<file path="src/rtl/lib_voq_pkg.sv">
// lib_voq_pkg: shared helpers for the virtual output queue.
//   onehot_chk - true when exactly one bit of the (zero-extended) vector is set
//   cnt_width  - width of an occupancy counter able to hold 0..depth
//   ERR_*      - bit positions of the sticky error vector (LIB_VOQ_ERR_EN builds)
package lib_voq_pkg;

    localparam int unsigned ERR_W         = 3;
    localparam int unsigned ERR_PUSH_FULL = 2;
    localparam int unsigned ERR_POP_EMPTY = 1;
    localparam int unsigned ERR_ONEHOT    = 0;

    function automatic logic onehot_chk(input logic [63:0] v);
        return (v != '0) && ((v & (v - 64'd1)) == '0);
    endfunction

    function automatic int unsigned cnt_width(input int unsigned depth);
        return $clog2(depth + 1);
    endfunction

endpackage

</file>
<file path="src/rtl/lib_voq_chan.sv">
// lib_voq_chan: one circular FIFO of DEPTH entries (any DEPTH >= 2).
//   clk, reset, ce   - clock, synchronous active-high reset, clock enable
//   push, wdata      - push request (already onehot-qualified) and data
//   pop              - pop request (already onehot-qualified)
//   ready            - can accept a push this cycle
//   not_empty, head  - head valid and first-word-fall-through head entry
//   near_full, count - free slots <= NEAR_FULL, registered occupancy
module lib_voq_chan
    import lib_voq_pkg::*;
#(
    parameter int unsigned DEPTH     = 4,
    parameter int unsigned WIDTH     = 32,
    parameter int unsigned NEAR_FULL = 1,
    // Derived; leave at default.
    parameter int unsigned CW        = cnt_width(DEPTH)
) (
    input  logic             clk,
    input  logic             reset,
    input  logic             ce,
    input  logic             push,
    input  logic [WIDTH-1:0] wdata,
    input  logic             pop,
    output logic             ready,
    output logic             not_empty,
    output logic             near_full,
    output logic [CW-1:0]    count,
    output logic [WIDTH-1:0] head
);

    localparam int unsigned PW      = $clog2(DEPTH);
    localparam logic [CW-1:0] DEPTH_C = CW'(DEPTH);

    logic [WIDTH-1:0] mem [DEPTH];
    logic [PW-1:0]    rd_q, rd_d, wr_q, wr_d;
    logic [CW-1:0]    cnt_q, cnt_d;
    logic             do_push, do_pop;
    logic [CW-1:0]    free;

    // Explicit wrap so non-power-of-two depths work.
    function automatic logic [PW-1:0] ptr_inc(input logic [PW-1:0] p);
        return (p == PW'(DEPTH - 1)) ? '0 : p + PW'(1);
    endfunction

    // A pop on an empty FIFO is ignored, so an empty FIFO never bypasses.
    assign do_pop    = pop && (cnt_q != '0);
    assign ready     = (cnt_q != DEPTH_C) || do_pop;
    assign do_push   = push && ready;
    assign not_empty = (cnt_q != '0);
    assign free      = DEPTH_C - cnt_q;
    assign near_full = (32'(free) <= NEAR_FULL);
    assign count     = cnt_q;
    assign head      = mem[rd_q];

    always_comb begin
        rd_d  = rd_q;
        wr_d  = wr_q;
        cnt_d = cnt_q + CW'(do_push) - CW'(do_pop);
        if (do_pop) begin
            rd_d = ptr_inc(rd_q);
        end
        if (do_push) begin
            wr_d = ptr_inc(wr_q);
        end
    end

    always_ff @(posedge clk) begin
        if (reset) begin
            rd_q  <= '0;
            wr_q  <= '0;
            cnt_q <= '0;
        end else if (ce) begin
            rd_q  <= rd_d;
            wr_q  <= wr_d;
            cnt_q <= cnt_d;
        end
    end

    // Storage carries no reset; contents are meaningless until written.
    always_ff @(posedge clk) begin
        if (!reset && ce && do_push) begin
            mem[wr_q] <= wdata;
        end
    end

endmodule

</file>
<file path="src/rtl/lib_voq_param.sv">
// lib_voq_param: M-channel virtual output queue for router input ports.
//   clk, reset, ce  - clock, synchronous active-high reset, clock enable
//   i_data          - upstream word, written to the VC flagged in i_data_val
//   i_data_val      - onehot upstream valid, [0:M-1] so VC 0 is the MSB
//   o_en            - per-VC ready to upstream (combinational on i_en)
//   o_data          - head of the VC selected by i_en; 0 unless i_en is onehot
//   o_data_val      - per-VC not-empty
//   i_en            - onehot dequeue/select from the switch
//   o_near_full     - per-VC free slots <= NEAR_FULL
//   o_count         - packed occupancies, VC 0 in the most significant field
//   o_err           - sticky {push-full, pop-empty, non-onehot}; only when
//                     LIB_VOQ_ERR_EN is defined
module lib_voq_param
    import lib_voq_pkg::*;
#(
    parameter int unsigned M         = 5,
    parameter int unsigned DEPTH     = 4,
    parameter int unsigned WIDTH     = 32,
    parameter int unsigned NEAR_FULL = 1
) (
    input  logic                           clk,
    input  logic                           reset,
    input  logic                           ce,
    input  logic [WIDTH-1:0]               i_data,
    input  logic [0:M-1]                   i_data_val,
    output logic [0:M-1]                   o_en,
    output logic [WIDTH-1:0]               o_data,
    output logic [0:M-1]                   o_data_val,
    input  logic [0:M-1]                   i_en,
    output logic [0:M-1]                   o_near_full,
    output logic [M*cnt_width(DEPTH)-1:0]  o_count
`ifdef LIB_VOQ_ERR_EN
    ,
    output logic [ERR_W-1:0]               o_err
`endif
);

    localparam int unsigned CW = cnt_width(DEPTH);

    logic             val_ok, en_ok;
    logic [0:M-1]     push, pop;
    logic [WIDTH-1:0] head [M];
    logic [CW-1:0]    cnt  [M];

    assign val_ok = onehot_chk(64'(i_data_val));
    assign en_ok  = onehot_chk(64'(i_en));
    // Non-onehot selects are dropped entirely. o_en is built from the qualified
    // pop, so a full VC never advertises room on a pop that will not happen.
    assign push   = val_ok ? i_data_val : '0;
    assign pop    = en_ok ? i_en : '0;

    for (genvar g = 0; g < M; g++) begin : g_chan
        lib_voq_chan #(
            .DEPTH     (DEPTH),
            .WIDTH     (WIDTH),
            .NEAR_FULL (NEAR_FULL)
        ) u_chan (
            .clk       (clk),
            .reset     (reset),
            .ce        (ce),
            .push      (push[g]),
            .wdata     (i_data),
            .pop       (pop[g]),
            .ready     (o_en[g]),
            .not_empty (o_data_val[g]),
            .near_full (o_near_full[g]),
            .count     (cnt[g]),
            .head      (head[g])
        );
        assign o_count[(M-g)*CW-1 -: CW] = cnt[g];
    end

    // pop is onehot or zero, so an OR-mux selects at most one head.
    always_comb begin
        o_data = '0;
        for (int i = 0; i < M; i++) begin
            if (pop[i]) begin
                o_data = o_data | head[i];
            end
        end
    end

`ifdef LIB_VOQ_ERR_EN
    logic [ERR_W-1:0] err_q, err_d;

    always_comb begin
        err_d = err_q;
        if (((i_data_val != '0) && !val_ok) || ((i_en != '0) && !en_ok)) begin
            err_d[ERR_ONEHOT] = 1'b1;
        end
        if ((push & ~o_en) != '0) begin
            err_d[ERR_PUSH_FULL] = 1'b1;
        end
        if ((pop & ~o_data_val) != '0) begin
            err_d[ERR_POP_EMPTY] = 1'b1;
        end
    end

    always_ff @(posedge clk) begin
        if (reset) begin
            err_q <= '0;
        end else if (ce) begin
            err_q <= err_d;
        end
    end

    assign o_err = err_q;

    always @(posedge clk) begin
        if (!reset && ce) begin
            assert ((i_data_val == '0) || val_ok)
                else $warning("lib_voq_param: i_data_val not onehot");
            assert ((i_en == '0) || en_ok)
                else $warning("lib_voq_param: i_en not onehot");
        end
    end
`endif

endmodule
</file>
<file path="config.mk">
export PLATFORM = sky130hd
export DESIGN_NAME = lib_voq_param
export DESIGN_NICKNAME = d
export VERILOG_FILES = /design/src/rtl/lib_voq_pkg.sv /design/src/rtl/lib_voq_chan.sv /design/src/rtl/lib_voq_param.sv
export SDC_FILE = /design/constraint.sdc
export NUM_CORES = 1
export LEC_CHECK = 0
export ABC_AREA = 1
export BUFFER_PORTS_ARGS = -buffer_cell sky130_fd_sc_hd__buf_4
export CORE_ASPECT_RATIO = 1.4
export CORE_MARGIN = 1.5
export CORE_UTILIZATION = 60
export DETAILED_ROUTE_END_ITERATION = 8
export HOLD_SLACK_MARGIN = 0.1
export PLACE_DENSITY_LB_ADDON = 0.3
export SYNTH_ARGS = -nofsm -noshare
export SYNTH_HDL_FRONTEND = slang
export SYNTH_SLANG_ARGS = --single-unit
</file>
<file path="constraint.sdc">
create_clock -name clk -period 9 [get_ports clk]
set_clock_uncertainty 0.1 [all_clocks]
set_input_delay 1.8 -clock clk [delete_from_list [all_inputs] [get_ports clk]]
set_output_delay 1.8 -clock clk [all_outputs]
set_load 0.01 [all_outputs]
</file>
==> flow_metrics.env, run 1 <==
export IMPL_place_inst=2910
export IMPL_io_buffers=106
export IMPL_dieArea_um2=48150
export IMPL_layout_commonest_cell="sky130_fd_sc_hd__edfxtp_1"
export IMPL_grt_start_max_net_pins=66
export IMPL_post_cts_setup_buffers=0
export IMPL_achievable_frequency_ghz=0.1794
export IMPL_detail_route_vias_per_cell=6.002
export IMPL_post_route_cells_drive_above_1_share_pct=11.86
export IMPL_cap_violations=0
export IMPL_gate_count_of_the_mapped_netlist=2291
export IMPL_route_final_wire_length_um=66210
export IMPL_drt_pre_antenna_iters=5
export IMPL_critical_path_cell_by_cell="buf_4 > nor2_4 > nand4_2 > inv_1 > buf_4 > nand2_1 > nand3_1 > buf_4"
export IMPL_r2r_end="g_chan[4].u_chan.mem[0][19]"
export IMPL_cp_common_cell="sky130_fd_sc_hd__buf_4"
export IMPL_r2r_slack_ns=5.48
export IMPL_ir_worst_vdd_uv=170.9
export IMPL_ctsHoldBuffers=0
export IMPL_critical_path_max_fanout=18
export IMPL_whs_path_depth=1
export IMPL_cts_tree="yes"
export IMPL_r2r_cells=7
export IMPL_hold_path_class="register to register"
export IMPL_yosys_warnings=0
export IMPL_mean_syn_cell_area_um2=12.26
export IMPL_nets=2459
export IMPL_routabilityCongestion=0.7722
export IMPL_route_top_layer_used="met4"
export IMPL_worst_setup_path_end_kind="output port"
export IMPL_fp_dieH_um=259.0
export IMPL_post_route_worst_setup_slack_ns=3.426
export IMPL_overflow=0
export IMPL_postLayoutCellArea_um2=31380
export IMPL_number_of_synthesized_register_bits=685
export IMPL_initial_core_util_pct=60.97
export IMPL_slowest_delay_ns=0.55
export IMPL_met3_length_um=4710
export IMPL_finalSetupViolCount=0
export IMPL_crit_path_top_delay_cell="sky130_fd_sc_hd__inv_1"
export IMPL_clk_root_buffer_cell="sky130_fd_sc_hd__clkbuf_16"
export IMPL_detail_route_drc_violations=0
export IMPL_timing_setup_tns_ns=0
export IMPL_cts_buffers=59
export IMPL_io_pins=107
export IMPL_r2r_start="g_chan[4].u_chan.count[1]"
export IMPL_synth_nets=2396
export IMPL_finalWorstPathRequiredPeriod_ns=5.574
export IMPL_globalRouteTotalUtil_pct=28.39
export IMPL_routedWlPerCell_um=21.91
export IMPL_yosysSeqAreaShare_pct=71.61
export IMPL_wl_met2_um=34320
export IMPL_grt_pass1_vias=18620
export IMPL_detailedRoute_firstIterationViolations=1725
export IMPL_die_width_um=185.9
export IMPL_detail_route_wirelength_met1_um=24430
export IMPL_timing_critical_path_from_type="input port"
export IMPL_post_synth_instance_area_um2=28090
export IMPL_worst_hold_path_endpoint="g_chan[3].u_chan.count[2]"
export IMPL_timing_hold_worst_start="g_chan[3].u_chan.count[2]"
export IMPL_final_cell_count_no_fill=3022
export IMPL_cts_repair_resized=0
export IMPL_initial_antenna_violation_count=1
export IMPL_timing_hold_violations_final=0
export IMPL_clkSinkCount=685
export IMPL_grt_first_pass_wirelength_um=102300
export IMPL_worst_endpoint_arrival_ns=3.67
export IMPL_crit_share_post_route_pct=61.94
export IMPL_insertion_delay_ns=0.60
export IMPL_critical_path_class="input port to output port"
export IMPL_detailedPlacementHpwl_um=38470
export IMPL_outcome="finished clean"
export IMPL_cts_reportedPaths_clkPinSlew_ns=0.06
export IMPL_fillerInstances=3276
export IMPL_dr_total_vias=18140
export IMPL_critPathRequiredTime_ns=7.10
export IMPL_clockBufferDepth=3
export IMPL_cts_htree_levels=2
export IMPL_fp_row_count=93
export IMPL_grt_setup_unrepaired="false"
export IMPL_maxSlewViolCount=0
export IMPL_relSlewSlack_pct=12.16
export IMPL_finish_utilization_pct=68.11
export IMPL_pwr_density_cell_nw_per_um2=202.2
export IMPL_drtAntennaViolNets=0
export IMPL_p_leak_uw=0.01112
export IMPL_area_of_the_core_um2=46080
export IMPL_area_growth_pct=11.70
export IMPL_layout_common_cells="sky130_fd_sc_hd__edfxtp_1 (640), sky130_fd_sc_hd__nor2_1 (508), sky130_fd_sc_hd__o21ai_0 (308), sky130_fd_sc_hd__nand2_1 (202), sky130_fd_sc_hd__buf_4 (139)"
export IMPL_max_slew_worst_pin_slew_ns=1.316
export IMPL_pre_cts_setup_slack_ns=3.457
export IMPL_dpl_instance_area_um2=29370
export IMPL_synth_cell_type_count=33
-- through the flow --
stage / hold slack [ns] / total power [uW]
3_5_place_dp: 0.3914 / 3786
6_report: 0.4019 / 6347
3_3_place_gp: 0.3872 / 3776
4_1_cts: 0.4124 / 6366
5_1_grt: 0.4237 / 6512
2_1_floorplan: 0.3994 / 3681
-- cell type report --
cell class	instances	area (um^2)	area share, %
Sequential cell	685	20130	64.14
Clock inverter	39	454.2	1.447
Timing Repair Buffer	139	1044	3.325
Tap cell	617	772.0	2.460
Antenna cell	1	2.502	0.007974
Multi-Input combinational cell	1371	7058	22.49
Inverter	98	367.9	1.172
Clock buffer	72	1556	4.960
-- kinds of logic after synthesis --
logic type,after synthesis,share of synthesized area [%]
and+or+nand+nor,798,11.74
DFF,685,71.61
AOI/OAI and AO/OA,513,10.09
buffers and inverters,235,3.754
adders and majority gates,60,2.806
-- critical path, delay by kind of cell --
family        cells  cell delay [ns]
buf+inv           4             1.26
simple gates      4             0.57
-- flip-flops by register name, indices dropped and copies added, names as in the netlist, named ones only --
register and cells:
g_chan.u_chan.count 15, g_chan.u_chan.mem 640, g_chan.u_chan.rd_q 10, g_chan.u_chan.wr_q 10
-- cells in the mapped netlist (all sizes together) --
cell type,number,share of area (%)
nand4,14,0.49
nor2,526,7.2
nor3,7,0.12
buf,79,1.7
and2,2,0.045
o32ai,30,0.94
nand3,40,0.91
o211a,5,0.18
nor3b,6,0.27
o21ai,354,6.4
ha,55,2.4
o21a,5,0.13
clkbuf,58,0.77
edfxtp,640,68
fa,5,0.36
inv,98,1.3
dfxtp,45,3.2
nand2,203,2.7
a21oi,53,0.94
o22ai,66,1.5
-- power breakdown --
part | total, uW | internal (uW) | switching, uW | leakage (uW)
sequential | 3500 | 3490 | 10.3 | 0.00612
clock | 2630 | 1520 | 1110 | 0.000972
combinational | 219 | 75.1 | 144 | 0.00403
total | 6350 | 5080 | 1270 | 0.0111
-- per-layer routing --
layer / vias to the layer above / track usage (%)
li1: 8253 / -
met3: 170 / 4.082
met1: 8889 / 34.52
met5: - / 0
met2: 827 / 49.65
met4: 0 / 13.62
-- worst max-delay path by stage --
stage	start	to	slack (ns)	cells after the start
6_report	i_en[4]	o_data[9]	3.43	8
5_1_grt	i_en[4]	o_data[9]	3.34	8
4_1_cts	i_en[4]	o_data[9]	3.45	8
3_5_place_dp	i_en[4]	o_data[9]	3.46	8
3_3_place_gp	i_en[4]	o_data[6]	3.55	8
2_1_floorplan	i_data_val[2]	g_chan[3].u_chan.mem[3][0]	3.77	7
Power figures use the tool's default switching activity.
==> run 2: changes to the inputs <==
--- a/config.mk
+++ b/config.mk
@@ -9,7 +9,7 @@
 export BUFFER_PORTS_ARGS = -buffer_cell sky130_fd_sc_hd__buf_4
 export CORE_ASPECT_RATIO = 1.4
 export CORE_MARGIN = 1.5
-export CORE_UTILIZATION = 60
+export CORE_UTILIZATION = 56
 export DETAILED_ROUTE_END_ITERATION = 8
 export HOLD_SLACK_MARGIN = 0.1
 export PLACE_DENSITY_LB_ADDON = 0.3
==> constraint.sdc (replaced) <==
create_clock -name clk -period 4.85 [get_ports clk]
set_clock_uncertainty 0.1 [all_clocks]
set_input_delay 0.97 -clock clk [delete_from_list [all_inputs] [get_ports clk]]
set_output_delay 0.97 -clock clk [all_outputs]
set_load 0.01 [all_outputs]
==> flow_metrics.env, run 2 (synthesis gave the netlist of run 1 again) <==
export IMPL_detailedRoute_firstIterationViolations=1545
export IMPL_drt_pre_antenna_iters=7
export IMPL_cell_internal_pwr_uw=9014
export IMPL_grt_pass1_vias=18480
export IMPL_finalSetupViolCount=0
export IMPL_cts_htree_levels=2
export IMPL_io_buffers=106
export IMPL_cts_buffers=60
export IMPL_clkSinkCount=685
export IMPL_max_slew_worst_pin_slew_ns=1.314
export IMPL_grt_start_max_net_pins=65
export IMPL_relSlewSlack_pct=12.33
export IMPL_power_switching_share_pct=20.73
export IMPL_dr_total_vias=18170
export IMPL_top_register="g_chan.u_chan.mem"
export IMPL_area_of_the_core_um2=49250
export IMPL_routabilityCongestion=0.7732
export IMPL_r2r_end="g_chan[2].u_chan.mem[3][2]"
export IMPL_overflow=0
export IMPL_fp_dieH_um=268.0
export IMPL_insertion_delay_ns=0.59
export IMPL_nets=2469
export IMPL_maxSlewViolCount=0
export IMPL_layout_common_cells="sky130_fd_sc_hd__edfxtp_1 (640), sky130_fd_sc_hd__nor2_1 (508), sky130_fd_sc_hd__o21ai_0 (308), sky130_fd_sc_hd__nand2_1 (202), sky130_fd_sc_hd__buf_4 (144)"
export IMPL_post_cts_setup_buffers=0
export IMPL_route_final_wire_length_um=67140
export IMPL_timing_hold_violations_final=0
export IMPL_fp_row_count=96
export IMPL_clk_root_buffer_cell="sky130_fd_sc_hd__clkbuf_16"
export IMPL_grt_first_pass_wirelength_um=102900
export IMPL_hold_path_class="register to register"
export IMPL_largest_register_ffs=640
export IMPL_netSwitchingPower_uw=2357
export IMPL_critical_path_class="register to output port"
export IMPL_initial_core_util_pct=57.05
export IMPL_worst_hold_path_endpoint="g_chan[2].u_chan.count[2]"
export IMPL_p_leak_uw=0.01109
export IMPL_routedWlPerCell_um=22.03
export IMPL_clockBufferDepth=3
export IMPL_p_seq_share_pct=57.1
export IMPL_cap_violations=0
export IMPL_initial_antenna_violation_count=0
export IMPL_pwr_density_cell_nw_per_um2=363.1
export IMPL_ctsHoldBuffers=0
export IMPL_globalRouteTotalUtil_pct=26.48
export IMPL_worst_endpoint_arrival_ns=2.90
export IMPL_timing_setup_tns_ns=0
export IMPL_achievable_frequency_ghz=0.2518
export IMPL_die_width_um=192.3
export IMPL_detail_route_vias_per_cell=5.962
export IMPL_r2r_cells=9
export IMPL_io_pins=107
export IMPL_dpl_instance_area_um2=29510
export IMPL_detail_route_drc_violations=0
export IMPL_timing_critical_path_from_type="register"
export IMPL_clockPowerShare_pct=39.3
export IMPL_cts_reportedPaths_clkPinSlew_ns=0.07
export IMPL_grt_setup_unrepaired="false"
export IMPL_timing_hold_worst_start="g_chan[2].u_chan.count[2]"
export IMPL_critPathRequiredTime_ns=3.78
export IMPL_post_route_cells_drive_above_1_share_pct=12.07
export IMPL_dieArea_um2=51540
export IMPL_critical_path_max_fanout=32
export IMPL_r2r_slack_ns=1.80
export IMPL_holdWs_ns=0.4088
export IMPL_crit_share_post_route_pct=81.88
export IMPL_num_antenna_cells=0
export IMPL_outcome="finished clean"
export IMPL_drtAntennaViolNets=0
export IMPL_whs_path_depth=1
export IMPL_cts_tree="yes"
export IMPL_finalWorstPathRequiredPeriod_ns=3.971
export IMPL_detailedPlacementHpwl_um=38270
export IMPL_area_growth_pct=11.48
export IMPL_cts_repair_resized=0
export IMPL_pwr_share_comb_pct=3.6
export IMPL_layout_commonest_cell="sky130_fd_sc_hd__edfxtp_1"
export IMPL_r2r_start="g_chan[2].u_chan.count[1]"
export IMPL_postLayoutCellArea_um2=31320
export IMPL_worst_setup_path_end_kind="output port"
export IMPL_ir_worst_vdd_uv=321.0
==> run 2: cell count changes in the layout (fill, tap and decap cells not counted), sizes merged <==
| cell | delta |
|---|---|
| buf | +9 |
| bufinv | -8 |
| clkbuf | +1 |
| clkinv | +5 |
| clkinvlp | -1 |
| diode | -1 |
==> run 2: worst max-delay path, cell delays in order (launching register included) <==
cell	delay (ns)
sky130_fd_sc_hd__dfxtp_1	0.31
sky130_fd_sc_hd__inv_1	0.93
sky130_fd_sc_hd__o21ai_0	0.31
sky130_fd_sc_hd__o22ai_1	0.25
sky130_fd_sc_hd__nand2_1	0.08
sky130_fd_sc_hd__nand2_1	0.10
sky130_fd_sc_hd__nor2_1	0.07
sky130_fd_sc_hd__nand3_1	0.10
sky130_fd_sc_hd__buf_4	0.13
==> run 2: worst max-delay path by stage <==
stage,start,to,slack (ns)
finish,register,o_data[4],0.88
global route,register,o_data[10],0.86
CTS,i_en[4],o_data[9],0.90
detailed placement,i_en[4],o_data[13],0.97
global placement,i_en[4],o_data[17],1.03
floorplan,i_data_val[2],g_chan[3].u_chan.mem[3][0],0.45
==> run 2: area by class of cell <==
cell class	instances	area (um^2)
flip-flops and latches	685	20130
fillers	3607	17930
multi-input cells	1371	7058
clock buffers	73	1570
repair buffers	148	1161
well taps	637	797.0
inverters	98	367.9
clock inverters	35	236.5
==> run 2: power by group through the flow <==
stage	clock network (uW)	logic (uW)	registers [uW]
floorplan	0	207	6620
global placement	0	388	6620
detailed placement	0	406	6620
CTS	4510	408	6490
global route	4740	447	6490
finish	4470	406	6490
==> run 2: metrics by stage <==
stage / total power, uW / util, % / cells / worst slack, ns
4_1_cts: 11410 / 63.60 / 3047 / 0.9019
5_1_grt: 11680 / 63.60 / 3047 / 0.8600
6_report: 11370 / 63.60 / 3047 / 0.8787
3_5_place_dp: 7027 / 59.93 / 2939 / 0.9651
2_1_floorplan: 6830 / - / 2291 / 0.4517
3_3_place_gp: 7007 / 59.93 / 2939 / 1.032
==> run 2: routing by layer <==
metal	track usage, %	share of wire [%]
met3	2.716	5.5
met1	31.90	38
met4	10.62	3.7
met2	48.43	53
met5	0	0
==> run 3: changes to the inputs <==
--- a/config.mk
+++ b/config.mk
@@ -5,11 +5,11 @@
 export SDC_FILE = /design/constraint.sdc
 export NUM_CORES = 1
 export LEC_CHECK = 0
-export ABC_AREA = 1
+export ABC_AREA = 0
 export BUFFER_PORTS_ARGS = -buffer_cell sky130_fd_sc_hd__buf_4
 export CORE_ASPECT_RATIO = 1.4
 export CORE_MARGIN = 1.5
-export CORE_UTILIZATION = 56
+export CORE_UTILIZATION = 60
 export DETAILED_ROUTE_END_ITERATION = 8
 export HOLD_SLACK_MARGIN = 0.1
 export PLACE_DENSITY_LB_ADDON = 0.3
==> constraint.sdc (replaced) <==
create_clock -name clk -period 4.1 [get_ports clk]
set_clock_uncertainty 0.1 [all_clocks]
set_input_delay 0.82 -clock clk [delete_from_list [all_inputs] [get_ports clk]]
set_output_delay 0.82 -clock clk [all_outputs]
set_load 0.01 [all_outputs]
==> flow_metrics.env, run 3 <==
export IMPL_outcome="finished clean"
export IMPL_fp_row_count=91
export IMPL_detail_route_vias_per_cell=6.508
export IMPL_post_synth_top_area_fraction_pct=71.06
export IMPL_yosys_warnings=0
export IMPL_grt_setup_unrepaired="false"
export IMPL_io_buffers=106
export IMPL_post_cts_setup_buffers=0
export IMPL_detailedRoute_firstIterationViolations=1685
export IMPL_critical_path_max_fanout=16
export IMPL_max_slew_worst_pin_slew_ns=0.9205
export IMPL_route_final_wire_length_um=63030
export IMPL_synth_area_top_cells="sky130_fd_sc_hd__edfxtp_1 (71%), sky130_fd_sc_hd__mux4_2 (13%), sky130_fd_sc_hd__dfxtp_1 (3.3%)"
export IMPL_grt_first_pass_wirelength_um=92720
export IMPL_timing_setup_tns_ns=0
export IMPL_timing_critical_path_from_type="register"
export IMPL_synthMostInstantiatedCell="sky130_fd_sc_hd__edfxtp_1"
export IMPL_insertion_delay_ns=0.59
export IMPL_timing_hold_worst_start="g_chan[1].u_chan.rd_q[0]"
export IMPL_number_of_synthesized_register_bits=685
export IMPL_synth_cell_type_count=49
export IMPL_initial_core_util_pct=61.06
export IMPL_crit_share_post_route_pct=93.58
export IMPL_post_route_cells_drive_above_1_share_pct=29.83
export IMPL_worst_setup_path_end_kind="output port"
export IMPL_cts_repair_resized=0
export IMPL_synth_area_leader_cell="sky130_fd_sc_hd__edfxtp_1"
export IMPL_initial_antenna_violation_count=2
export IMPL_routabilityCongestion=0.7940
export IMPL_cap_violations=0
export IMPL_postLayoutCellArea_um2=30960
export IMPL_p_leak_uw=0.01018
export IMPL_clk_root_buffer_cell="sky130_fd_sc_hd__clkbuf_16"
export IMPL_mean_syn_cell_area_um2=19.93
export IMPL_timing_hold_violations_final=0
export IMPL_drtAntennaViolNets=0
export IMPL_relSlewSlack_pct=38.63
export IMPL_synth_top_cells_by_count="sky130_fd_sc_hd__edfxtp_1 (640), sky130_fd_sc_hd__mux4_2 (160), sky130_fd_sc_hd__a22oi_1 (65)"
export IMPL_async_reset_ff_share_pct=0
export IMPL_clkSinkCount=685
export IMPL_worst_endpoint_arrival_ns=2.92
export IMPL_area_of_the_core_um2=44290
export IMPL_area_growth_pct=14.49
export IMPL_achievable_frequency_ghz=0.2606
export IMPL_finalSetupViolCount=0
export IMPL_r2r_slack_ns=0.89
export IMPL_gate_count_of_the_mapped_netlist=1357
export IMPL_globalRouteTotalUtil_pct=28.05
export IMPL_grt_start_max_net_pins=51
export IMPL_cts_reportedPaths_clkPinSlew_ns=0.07
export IMPL_pwr_density_cell_nw_per_um2=445.1
export IMPL_grt_pass1_vias=14790
export IMPL_critPathRequiredTime_ns=3.18
export IMPL_yosysSeqAreaShare_pct=74.39
export IMPL_cts_buffers=59
export IMPL_maxSlewViolCount=0
export IMPL_dr_total_vias=13780
export IMPL_top_register="g_chan.u_chan.mem"
export IMPL_r2r_start="g_chan[2].u_chan.count[1]"
export IMPL_synth_edf_count=640
export IMPL_detailedPlacementHpwl_um=35120
export IMPL_drt_pre_antenna_iters=5
export IMPL_post_synth_instance_area_um2=27040
export IMPL_fp_dieH_um=254.2
export IMPL_die_width_um=182.4
export IMPL_critical_path_class="register to output port"
export IMPL_ctsHoldBuffers=0
export IMPL_detail_route_drc_violations=0
export IMPL_largest_register_ffs=640
export IMPL_hold_path_class="register to register"
export IMPL_cts_tree="yes"
export IMPL_ir_worst_vdd_uv=388.0
export IMPL_routedWlPerCell_um=29.76
export IMPL_finalWorstPathRequiredPeriod_ns=3.837
export IMPL_dieArea_um2=46370
export IMPL_overflow=0
export IMPL_dpl_instance_area_um2=29000
export IMPL_layout_commonest_cell="sky130_fd_sc_hd__edfxtp_1"
export IMPL_synth_nets=1462
export IMPL_finish_utilization_pct=69.91
export IMPL_r2r_cells=15
export IMPL_ys_flop_type="sky130_fd_sc_hd__edfxtp_1"
export IMPL_cts_htree_levels=2
export IMPL_whs_path_depth=2
export IMPL_layout_common_cells="sky130_fd_sc_hd__edfxtp_1 (640), sky130_fd_sc_hd__mux4_2 (160), sky130_fd_sc_hd__buf_4 (157), sky130_fd_sc_hd__a22oi_1 (65), sky130_fd_sc_hd__inv_1 (61)"
export IMPL_clockBufferDepth=3
export IMPL_nets=1615
export IMPL_io_pins=107
export IMPL_r2r_end="g_chan[2].u_chan.count[2]"
run 3: cell types whose count changed in the layout (fill, tap and decap cells not counted), moves of 41 or more:
cell / previous run / this run
sky130_fd_sc_hd__nor2_1: 508 / 40
sky130_fd_sc_hd__o21ai_0: 308 / 3
sky130_fd_sc_hd__o21ai_1: 41 / 0
sky130_fd_sc_hd__a21oi_1: 53 / 6
sky130_fd_sc_hd__a22oi_1: 0 / 65
sky130_fd_sc_hd__mux4_2: 0 / 160
sky130_fd_sc_hd__o22ai_1: 66 / 0
sky130_fd_sc_hd__nand2_1: 202 / 44
run 3: cell families (layout without fill, tap and decap cells):
group | after synthesis | after routing | synth area share [%]
other | 0 | 1 | 0
DFF | 685 | 685 | 74.39
xor gates and xnor gates | 11 | 11 | 0.3562
muxes | 178 | 178 | 14.01
and+or+nand+nor | 192 | 192 | 3.618
AOI/OAI and AO/OA | 93 | 93 | 2.521
buffers and inverters | 138 | 340 | 2.188
adders and majority gates | 60 | 60 | 2.915
run 3: final cells by class:
type	count	area [um^2]
diodes	1	2.502
fillers	2620	13330
well taps	558	698.2
repair buffers	168	1399
flip-flops and latches	685	20130
inverters	62	232.7
clock inverters	38	416.7
multi-input cells	534	6538
clock buffers	72	1545
run 3: layer usage:
layer	track usage, %	wire length, um	vias up
li1	-	-	5768
met1	34.62	22130	7191
met2	50.32	33800	669
met3	4.255	4639	154
met4	10.96	2447	2
met5	0	17	-
run 3: worst max path at each step:
stage / end / cells after the start / slack [ns]
finish: o_data[10] / 5 / 0.26
global route: o_data[17] / 5 / 0.13
CTS: o_data[10] / 5 / 0.21
detailed placement: g_chan[1].u_chan.mem[0][15] / 6 / 0.72
global placement: g_chan[0].u_chan.mem[1][13] / 6 / 0.78
floorplan: g_chan[1].u_chan.mem[0][0] / 4 / -0.62
run 3: through the flow:
step           hold WS, ns  instances  power [uW]  setup WS [ns]
2_1_floorplan       0.3634       1357        8054        -0.6153
3_3_place_gp        0.3671       2007        8269         0.7825
3_5_place_dp        0.3819       2007        8287         0.7224
4_1_cts             0.3906       2117       13830         0.2136
5_1_grt             0.4018       2118       14120         0.1319
6_report            0.4045       2118       13780         0.2634
run 3: report_power, final:
group	leakage (uW)	switching, uW	internal [uW]	total (uW)
Sequential	0.00612	25.4	7650	7680
Combinational	0.00312	279	179	457
Clock	0.000941	2500	3140	5640
Total	0.0102	2810	11000	13800
run 3: worst max-delay path, stage by stage (launching register included):
cell and delay (ns):
sky130_fd_sc_hd__dfxtp_2 0.90, sky130_fd_sc_hd__buf_4 0.35, sky130_fd_sc_hd__mux4_2 0.55, sky130_fd_sc_hd__a22oi_1 0.18, sky130_fd_sc_hd__nand3_1 0.15, sky130_fd_sc_hd__buf_4 0.17
